### src/rtl/argmax_seq_ctrl.sv
// Sequential argmax over one frame of NUM_CLASSES signed scores.
// Scores stream in class order. The block reports the largest score and its index,
// and a tie keeps the lowest index.
module argmax_seq_ctrl #(
   parameter int unsigned NUM_CLASSES = 10,
   parameter int unsigned DATA_W      = 62,
   parameter int unsigned IDX_W       = 4
) (
   input  logic              clk,
   input  logic              rst_n,
   input  logic              start,
   input  logic              score_valid,
   input  logic [DATA_W-1:0] score_data,
   output logic              score_ready,
   output logic              res_valid,
   input  logic              res_ready,
   output logic [DATA_W-1:0] res_max,
   output logic [IDX_W-1:0]  res_index,
   output logic              busy,
   output logic [15:0]       frame_cnt
);

   localparam int unsigned LAST_IDX = NUM_CLASSES - 1;
   localparam int unsigned CNT_W    = 16;

   typedef enum logic [1:0] {
      S_IDLE  = 2'd0,
      S_ACCUM = 2'd1,
      S_DONE  = 2'd2
   } state_e;

   state_e            state_q, state_d;
   logic [IDX_W-1:0]  cnt_q, cnt_d;
   logic [DATA_W-1:0] max_q, max_d;
   logic [IDX_W-1:0]  idx_q, idx_d;
   logic              score_ready_q, score_ready_d;
   logic              res_valid_q, res_valid_d;
   logic              busy_q, busy_d;
   logic [CNT_W-1:0]  frame_cnt_q, frame_cnt_d;
   logic              hs_c;

   // Next-state, datapath update and registered output decode.
   always_comb begin
      state_d     = state_q;
      cnt_d       = cnt_q;
      max_d       = max_q;
      idx_d       = idx_q;
      frame_cnt_d = frame_cnt_q;
      hs_c        = (state_q == S_ACCUM) && score_valid;

      unique case (state_q)
         S_IDLE: begin
            if (start) begin
               state_d = S_ACCUM;
               cnt_d   = '0;
            end
         end
         S_ACCUM: begin
            if (hs_c) begin
               // The first score seeds the maximum. Later scores replace it only if strictly greater.
               if (cnt_q == '0) begin
                  max_d = score_data;
                  idx_d = '0;
               end else if ($signed(score_data) > $signed(max_q)) begin
                  max_d = score_data;
                  idx_d = cnt_q;
               end
               cnt_d = cnt_q + IDX_W'(1);
               if (cnt_q == IDX_W'(LAST_IDX)) begin
                  state_d = S_DONE;
               end
            end
         end
         S_DONE: begin
            if (res_ready) begin
               frame_cnt_d = frame_cnt_q + CNT_W'(1);
               if (start) begin
                  state_d = S_ACCUM;
                  cnt_d   = '0;
               end else begin
                  state_d = S_IDLE;
               end
            end
         end
         default: begin
            state_d = S_IDLE;
         end
      endcase

      score_ready_d = (state_d == S_ACCUM);
      res_valid_d   = (state_d == S_DONE);
      busy_d        = (state_d != S_IDLE);
   end

   // State and datapath registers with synchronous active-low reset.
   always_ff @(posedge clk) begin
      if (!rst_n) begin
         state_q       <= S_IDLE;
         cnt_q         <= '0;
         max_q         <= '0;
         idx_q         <= '0;
         score_ready_q <= 1'b0;
         res_valid_q   <= 1'b0;
         busy_q        <= 1'b0;
         frame_cnt_q   <= '0;
      end else begin
         state_q       <= state_d;
         cnt_q         <= cnt_d;
         max_q         <= max_d;
         idx_q         <= idx_d;
         score_ready_q <= score_ready_d;
         res_valid_q   <= res_valid_d;
         busy_q        <= busy_d;
         frame_cnt_q   <= frame_cnt_d;
      end
   end

   assign score_ready = score_ready_q;
   assign res_valid   = res_valid_q;
   assign res_max     = max_q;
   assign res_index   = idx_q;
   assign busy        = busy_q;
   assign frame_cnt   = frame_cnt_q;

endmodule

### config.mk
export PLATFORM = sky130hd
export DESIGN_NAME = argmax_seq_ctrl
export DESIGN_NICKNAME = d
export VERILOG_FILES = /design/src/rtl/argmax_seq_ctrl.sv
export SDC_FILE = /design/constraint.sdc
export NUM_CORES = 1
export LEC_CHECK = 0
export ABC_AREA = 1
export CORE_MARGIN = 2
export CORE_UTILIZATION = 45
export DETAILED_ROUTE_END_ITERATION = 8
export GPL_TIMING_DRIVEN = 0
export PLACE_DENSITY = 0.78
export SLEW_MARGIN = 20
export SYNTH_ARGS = -nofsm -noshare
export SYNTH_HDL_FRONTEND = slang
export SYNTH_SLANG_ARGS = --single-unit
### constraint.sdc
create_clock -name clk -period 1.9 [get_ports clk]
set_input_delay 0.19 -clock clk [delete_from_list [all_inputs] [get_ports clk]]
set_output_delay 0.19 -clock clk [all_outputs]
set_load 0.005 [all_outputs]
# Word level (Yosys, flattened, before mapping)
# Cells that the tools add are included.
op_classes:
  add_sub_neg: 2
  magnitude_cmp: 1
  eq_ne: 7
  n_mux: 14
  n_reduce_logical: 9
ops:
  columns: ["cell", "count"]
  rows:
  - ["62-bit 2-to-1 mux", 2]
  - ["62-bit > comparator", 1]
  - ["4-bit 2-to-1 mux", 5]
  - ["16-bit by 1-bit adder with 16-bit output (second input constant)", 1]
  - ["4-bit case mux with 3 select lines", 1]
  - ["2-bit 2-to-1 mux", 4]
  - ["2-bit case mux with 3 select lines", 1]
  - ["3-bit AND reduction", 2]
  - ["4-bit by 1-bit adder with 4-bit output (second input constant)", 1]
  - ["2-bit by 1-bit == test with 1-bit output (second input constant)", 2]
  - ["2-bit == test (second input constant)", 2]
  - ["4-bit == test (second input constant)", 1]
  - ["4-bit zero test", 1]
  - ["2-bit != test (second input constant)", 2]
  - ["2-bit nonzero test", 2]
  - ["3-bit nonzero test", 1]
  - ["2-bit zero test", 1]
  - ["2-bit AND reduction", 1]
  - ["1-bit logical AND", 1]
  - ["1-bit 2-to-1 mux", 1]
totals:
  regBits: 91
  out_inout_bits: 85

# Depth between registers and ports, before layout
# Gate-level depths: netlist of the first run.
logic_depth:
  ltp_word: 5
  ltp_mapped: 21

# Least setup slack after synthesis of the first run
# Ideal clock, no wire load.
synth_timing:
  kind: "register to register"
  start: "register max_q[41] (netlist: res_max[41])"
  end: "register max_q[10] (netlist: res_max[10])"
  setup_time_ns: 0.115
  t_arrival_ns: 1.981
  setup_slack_ns: -0.197
  path_stages_with_launch: 20
  period_less_slack_ns: 2.097
  cell_sequence: "dfxtp_1 inv_1 ha_1 nand2_1 inv_2 nand3_1 nor2_1 nand2_1 nor2_1 inv_1 nor2_1 nand2_1 nand3_1 nand3_2 nand2_2 buf_6 buf_6 nand3_2 nand2_1 nor2_1"
synth_via:
  elab_chain_len: 3
synth_rtl:
  columns: ["item", "line_no", "source"]
  rows:
  - ["start: declaration", "34", "logic [DATA_W-1:0] max_q, max_d;"]
  - ["start signal: assignment", "109", "max_q <= max_d;"]
  - ["62-bit > comparator", "64", "end else if ($signed(score_data) > $signed(max_q)) begin"]
  - ["2-bit nonzero test (no line)", null, null]
  - ["3-bit AND reduction (no line)", null, null]
# No other way between the ends.
# A chain may end at the register's enable or synchronous reset.

# Worst setup path after layout of the first run
layout_timing:
  start: "register max_q[41] (netlist: res_max[41])"
  end: "register max_q[44] (netlist: res_max[44])"
# The elaborated chain is that of the path after synthesis.

==> results of run 1 <==
[per-stage QoR]
step           instance area (um^2)    util  total power, W  TNS (ps)
6_report                       8981  0.7059        0.005749    -35190
5_1_grt                        8981  0.7059        0.006065    -45930
4_1_cts                        8135  0.6395        0.005430    -25620
3_5_place_dp                   7754  0.6095        0.003521    -52180
3_3_place_gp                   7754  0.6095        0.003495    -50910
2_1_floorplan                  6037       -        0.002951     -9153
[worst max-delay path: stages, from the launching register on]
cell       delay, ps
dfxtp_2          360
inv_2             40
ha_1             290
nand2_1           60
inv_2             70
nand3_2           80
nor2_2           140
nand2_1           80
nor2_2           130
inv_1             50
nor2_1           120
nand2_2           90
nand2_2           60
nand2_2           60
nand3_4           80
nand2_8           90
clkbuf_16        200
clkbuf_16        160
a21oi_2          140
nor2_1            70
[per-layer routing]
metal,routed length (um),up-vias
li1,-,3162
met2,8771,151
met3,674,27
met5,0,-
met1,7897,2894
met4,395,0
[repair_timing]
action	in CTS	in global routing
pin swaps	7	41
buffers inserted	2	24
endpoints found under the setup margin	68	73
resized for setup	19	143
gates cloned	0	7
[worst max-delay path by stage]
stage               slack [ps]     endpoint  cells after the start
CTS                       -420  res_max[15]                     20
floorplan                 -160  res_max[10]                     19
finish                    -600  res_max[44]                     19
detailed placement        -820  res_max[15]                     17
global placement          -800  res_max[10]                     17
global route              -770  res_max[18]                     19
[placed cells by master, fill, tap and decap left out, drive strengths merged]
cell             n
nand2          172
a21oi          104
nor4             1
dfxtp           91
o21a             1
and3             1
ha              66
or2              2
o21ai           11
xor2             2
buf             47
a211oi           1
nand4           11
nor3b            1
a21o             4
clkinvlp         1
clkbuf          33
inv            177
nor3             4
nor2           110
clkinv           3
nand3           86
bufinv           1
o31ai            1
clkdlybuf4s50  150
[power by group through the flow]
| stage | combinational, W | clock (W) | sequential [W] |
|---|---|---|---|
| 5_1_grt | 0.00189 | 0.00203 | 0.00214 |
| 6_report | 0.00173 | 0.00189 | 0.00213 |
| 3_5_place_dp | 0.00137 | 0 | 0.00215 |
| 4_1_cts | 0.00140 | 0.00192 | 0.00212 |
| 2_1_floorplan | 0.000804 | 0 | 0.00215 |
| 3_3_place_gp | 0.00134 | 0 | 0.00215 |
[state kept, by name, indices dropped and copies added, names as in the netlist]
signal and count:
res_valid 1, state_q 2, res_max 62, score_ready 1
frame_cnt 16, busy 1, cnt_q 4, res_index 4
[layout make-up]
| type | count | area [um^2] |
|---|---|---|
| Fill cell | 1041 | 3741 |
| Multi-Input combinational cell | 578 | 3717 |
| Sequential cell | 91 | 1884 |
| Timing Repair Buffer | 183 | 1872 |
| Inverter | 176 | 660.6 |
| Buffer | 37 | 320.3 |
| Clock buffer | 10 | 239.0 |
| Tap cell | 172 | 215.2 |
| Clock inverter | 6 | 72.57 |
[logic make-up (layout without fill, tap and decap cells)]
logic type,after synthesis,in the layout
AOI/OAI and AO/OA,122,122
and+or+nand+nor,388,388
DFF,91,91
buffers and inverters,213,412
xor gates and xnor gates,2,2
adders and majority gates,66,66
==> out/metrics.cfg, run 1 <==
[run_status]
status = finished with violations
violations = setup timing

[yosys]
synth-xor-area-share = 0.002964
ys_seq_area_frac = 0.3082
synthCells = 882
synth_ff_type = dfxtp_1
syn_nets = 1015
synth_area_um2 = 5911
synthSimpleGateAreaFrac = 0.2945
synth_area_per_cell_um2 = 6.701
synth-seq-cells = 91
ys_async_sr_fraction = 0
post-synth-top-count-cell = inv_1
synth_common_cells = 174 x inv_1, 170 x nand2_1, 108 x nor2_1
yosys-top-cells-area = dfxtp_1 31%, ha_1 14%, inv_1 11%, nand2_1 11%, a21oi_1 8.8%
synth_edf_count = 0
yosys-mux-area-fraction = 0
synth-compound-area-share = 0.1063
synth_top_family_by_area = simple AND/OR/NAND/NOR gates
synth_area_leader_cell = dfxtp_1
ys_types = 29
yosys.area_share.adder = 0.1397
yosys_warnings = 0
synth_top_area_share = 0.3082

[layout]
stdcell_count = 1253
nNetsFinal = 1209
syn2layout_area_growth_pct = 51.95
diodes = 0
layout-drive-gt1-share = 0.2285

[setup_path]
reg2regPathDepth = 19
endpoint_kind = register
reg2reg_slack_ps = -600
critPathArrivalTime_ps = 2740
critPathMaxFanout = 8
crit_type = register to register
crit_start = res_max[41]
timing.rr.start = res_max[41]
setup.worst_path.start_class = register
crit_required_ps = 2150
timing.rr.end = res_max[44]

[place]
place_hpwl_mm = 11.81
gp_congestion = 0.8784
pre_cts_ws_ps = -818.8
portBuffers = 150
numPlacedInstances = 1204

[clocking]
worstSkewPairLatency_ps = 350
hold_buffers = 0
htree_levels = 3
path_clk_slew_ps = 70
cts_root_buf = clkbuf_16
cts_buffers = 9
cts_tree = done
clockBufferDepth = 2
clock-sinks = 91

[grt]
grt_max_degree = 17
grt_pass1_wl_mm = 25.81
antenna_found_initial = 0
met2_usage = 0.3693
grt.busiest_layer = met2
grtUsageMet3 = 0.03089
grt_util_met1 = 0.2939
grt_pass1_vias = 5566
grt.overflow.total = 0
grt_usage = 0.2247

[power]
powerDensity_nw_per_um2 = 640.2
power.switching_w = 0.001770
combPwrFrac = 0.300
pwr-share-seq = 0.371
leakagePower_nw = 3.913
clkPwrFrac = 0.329
p_int_w = 0.003980
vdd_drop_max_mv = 0.3871
swShare = 0.3078

[drt]
wirelength_mm = 17.74
vias = 6234
drt_first_pass_iters = 5
post_drt_wl_per_cell_um = 14.16
drtAntennaViolNets = 0
drcViolationCount = 0
dr.first_iter.drc_count = 361
viasPerCell = 4.975

[min_path]
min_path_type = register to register
min_to = frame_cnt[15]
hold_depth = 1
min_from = frame_cnt[15]

[timing]
report.final.slew_viol_count = 0
fin_crit_sh = 1.315
fmax_ghz = 0.4002
period_minus_slack_ps = 2499
setup_slack_ps = -598.6
relSlewSlack = 0.4835
tightest_slew_ps = 774.7
finalSetupViolations = 66
hold_viol = 0
clock_skew_ps = 6.238
rsz0062_at_grt = true
fin_hold_ws_ps = 461.7

[die]
start_util = 0.4646
die_area_um2 = 14070
design.core.area_um2 = 12720
die_h_um = 118.6
io_pins = 152
die_w_um = 118.6
rows = 41

[job]
maxCapViolCount = 0

(Power assumes the default switching activity.)
==> run 2: changes to the inputs <==
- CAP_MARGIN: not set -> 20
==> results of run 2 <==
No change in the layout: final DEF, timing and power equal those of run 1.
==> run 3: changes to the inputs <==
- ABC_AREA: 1 -> not set
- CAP_MARGIN: 20 -> not set
- CORE_ASPECT_RATIO: not set -> 0.75
- CORE_UTILIZATION: 45 -> 44
- PLACE_DENSITY: 0.78 -> 0.79
==> out/metrics.cfg, run 3 <==
[run_status]
status = finished with violations
violations = setup timing

[layout]
syn2layout_area_growth_pct = 53.32
largest_reg_flops = 62
n_fill_cell = 928
nNetsFinal = 971
stdcell_count = 1005
multi_input_area_um2 = 3433
layout-drive-gt1-share = 0.1566
finalInstanceArea_um2 = 8113
regArea_um2 = 1851
most-common-layout-cells = 161 x nand2_1, 149 x clkdlybuf4s50_1, 68 x dfxtp_1, 66 x inv_1, 64 x mux2i_1
layout_commonest_cell = nand2_1
diodes = 0

[clocking]
worstSkewPairLatency_ps = 340
htree_levels = 3
path_clk_slew_ps = 70
cts_tree = done
cts_root_buf = clkbuf_16
cts_buffers = 9
clock-sinks = 91
clockBufferDepth = 2
hold_buffers = 0

[timing]
tns_ps = -40830
finalSetupViolations = 66
fin_crit_sh = 1.352
tightest_slew_ps = 515.6
fmax_ghz = 0.3893
hold_viol = 0
rsz0062_at_grt = true
fin_hold_ws_ps = 310.8
period_minus_slack_ps = 2569
relSlewSlack = 0.6563
report.final.slew_viol_count = 0
clock_skew_ps = 6.582
setup_slack_ps = -668.8

[place]
portBuffers = 150
gp_congestion = 0.8923
numPlacedInstances = 954
placed_area_um2 = 7048
place_hpwl_mm = 10.95

[drt]
drt_first_pass_iters = 4
post_drt_wl_per_cell_um = 15.18
wirelength_mm = 15.25
dr.first_iter.drc_count = 281
vias = 5102
viasPerCell = 5.077
drtAntennaViolNets = 0
drcViolationCount = 0

[setup_path]
reg2reg_slack_ps = -670
crit_required_ps = 2150
critPathMaxFanout = 5
endpoint_kind = register
critPathArrivalTime_ps = 2820
setup.worst_path.start_class = register
reg2regPathDepth = 12
crit_type = register to register

[die]
die_w_um = 130.6
rows = 34
design.core.area_um2 = 11660
die_h_um = 98.97
die_area_um2 = 12930
io_pins = 152
start_util = 0.4540

[yosys]
synthCells = 642
synth_top_area_share = 0.3443
synth_area_um2 = 5291
ys_async_sr_fraction = 0
ys_seq_area_frac = 0.3443
yosys_warnings = 0
ys_types = 40
synth_ff_type = dfxtp_1
yosys-top-cells-area = dfxtp_1 34%, ha_1 16%, mux2i_1 12%, nand2_1 11%, inv_1 5.2%
synth-seq-cells = 91
post-synth-top-count-cell = nand2_1
syn_nets = 775
synth_area_leader_cell = dfxtp_1
synth_edf_count = 0
synth_common_cells = 161 x nand2_1, 91 x dfxtp_1, 73 x inv_1
synth_area_per_cell_um2 = 8.242

[power]
vdd_drop_max_mv = 0.4044
powerDensity_nw_per_um2 = 616.4
total_power_w = 0.005001
leakagePower_nw = 3.017

[min_path]
min_path_type = input port to register
hold_depth = 3

[grt]
antenna_found_initial = 0
grt_max_degree = 17
grt_pass1_wl_mm = 23.71
grt.overflow.total = 0
grt_pass1_vias = 5005
grt_usage = 0.2282

[job]
maxCapViolCount = 0

==> run 3: layer usage <==
metal,GRT usage,up-vias,share of wire
met2,0.3730,145,0.46
met3,0.05755,23,0.062
met4,0.05892,0,0.016
met1,0.3015,2392,0.46
met5,0,-,0
li1,-,2542,-
==> run 3: per-stage QoR <==
step	utilization	setup WS [ps]
finish	0.6960	-668.8
global route	0.6960	-788.0
CTS	0.6564	-656.9
detailed placement	0.6047	-1205
global placement	0.6047	-1187
floorplan	-	-455.7
==> run 3: area by class of cell <==
cell class	instances	share of cell area
buffer	25	0.02560
clock buffer	10	0.02822
clock inverter	6	0.008945
inverter	73	0.03378
multi-input combinational	452	0.4232
sequential	91	0.2281
tap	162	0.02498
timing repair buffer	186	0.2272
==> run 3: logic make-up (layout without fill, tap and decap cells) <==
kind of cell	after synthesis	after routing	share of synthesized area
AND/OR/NAND/NOR	239	239	0.1996
buffers and inverters	99	300	0.07874
flip-flops	91	91	0.3443
AO/OA/AOI/OAI	68	68	0.07520
adder cells (fa/ha/maj)	66	66	0.1561
multiplexers	65	65	0.1230
XOR/XNOR	14	14	0.02317
==> run 3: path summary, 6_finish.rpt <==
check,to,start
min reg2reg,res_max[34],res_max[34]
max reg2reg,res_max[50],res_max[49]
max,res_max[50],res_max[49]
min,res_max[35],score_data[35]
==> run 3: power breakdown <==
group	total [W]	internal, W	leakage (nW)	switching [W]
clock network	0.00184	0.00104	0.144	0.000805
logic	0.00112	0.000604	2.12	0.000516
registers	0.00204	0.00198	0.749	0.0000563
==> run 3: what timing repair did <==
action | 4_1_cts | 5_1_grt
gates cloned | 2 | 1
pin swaps | 15 | 15
gates resized for setup | 51 | 43
endpoints found under the hold margin | 0 | 0
endpoints found under the setup margin | 67 | 73
buffers inserted | 8 | 25
==> run 3: worst max-delay path: stages (launching register included) <==
cell	delay [ps]
dfxtp_2	360
inv_2	50
ha_4	270
nand4_1	150
nor4_4	300
buf_4	180
nand4_1	170
a21oi_2	260
nor4_4	60
nor2_4	140
buf_6	160
buf_12	120
mux2i_2	230
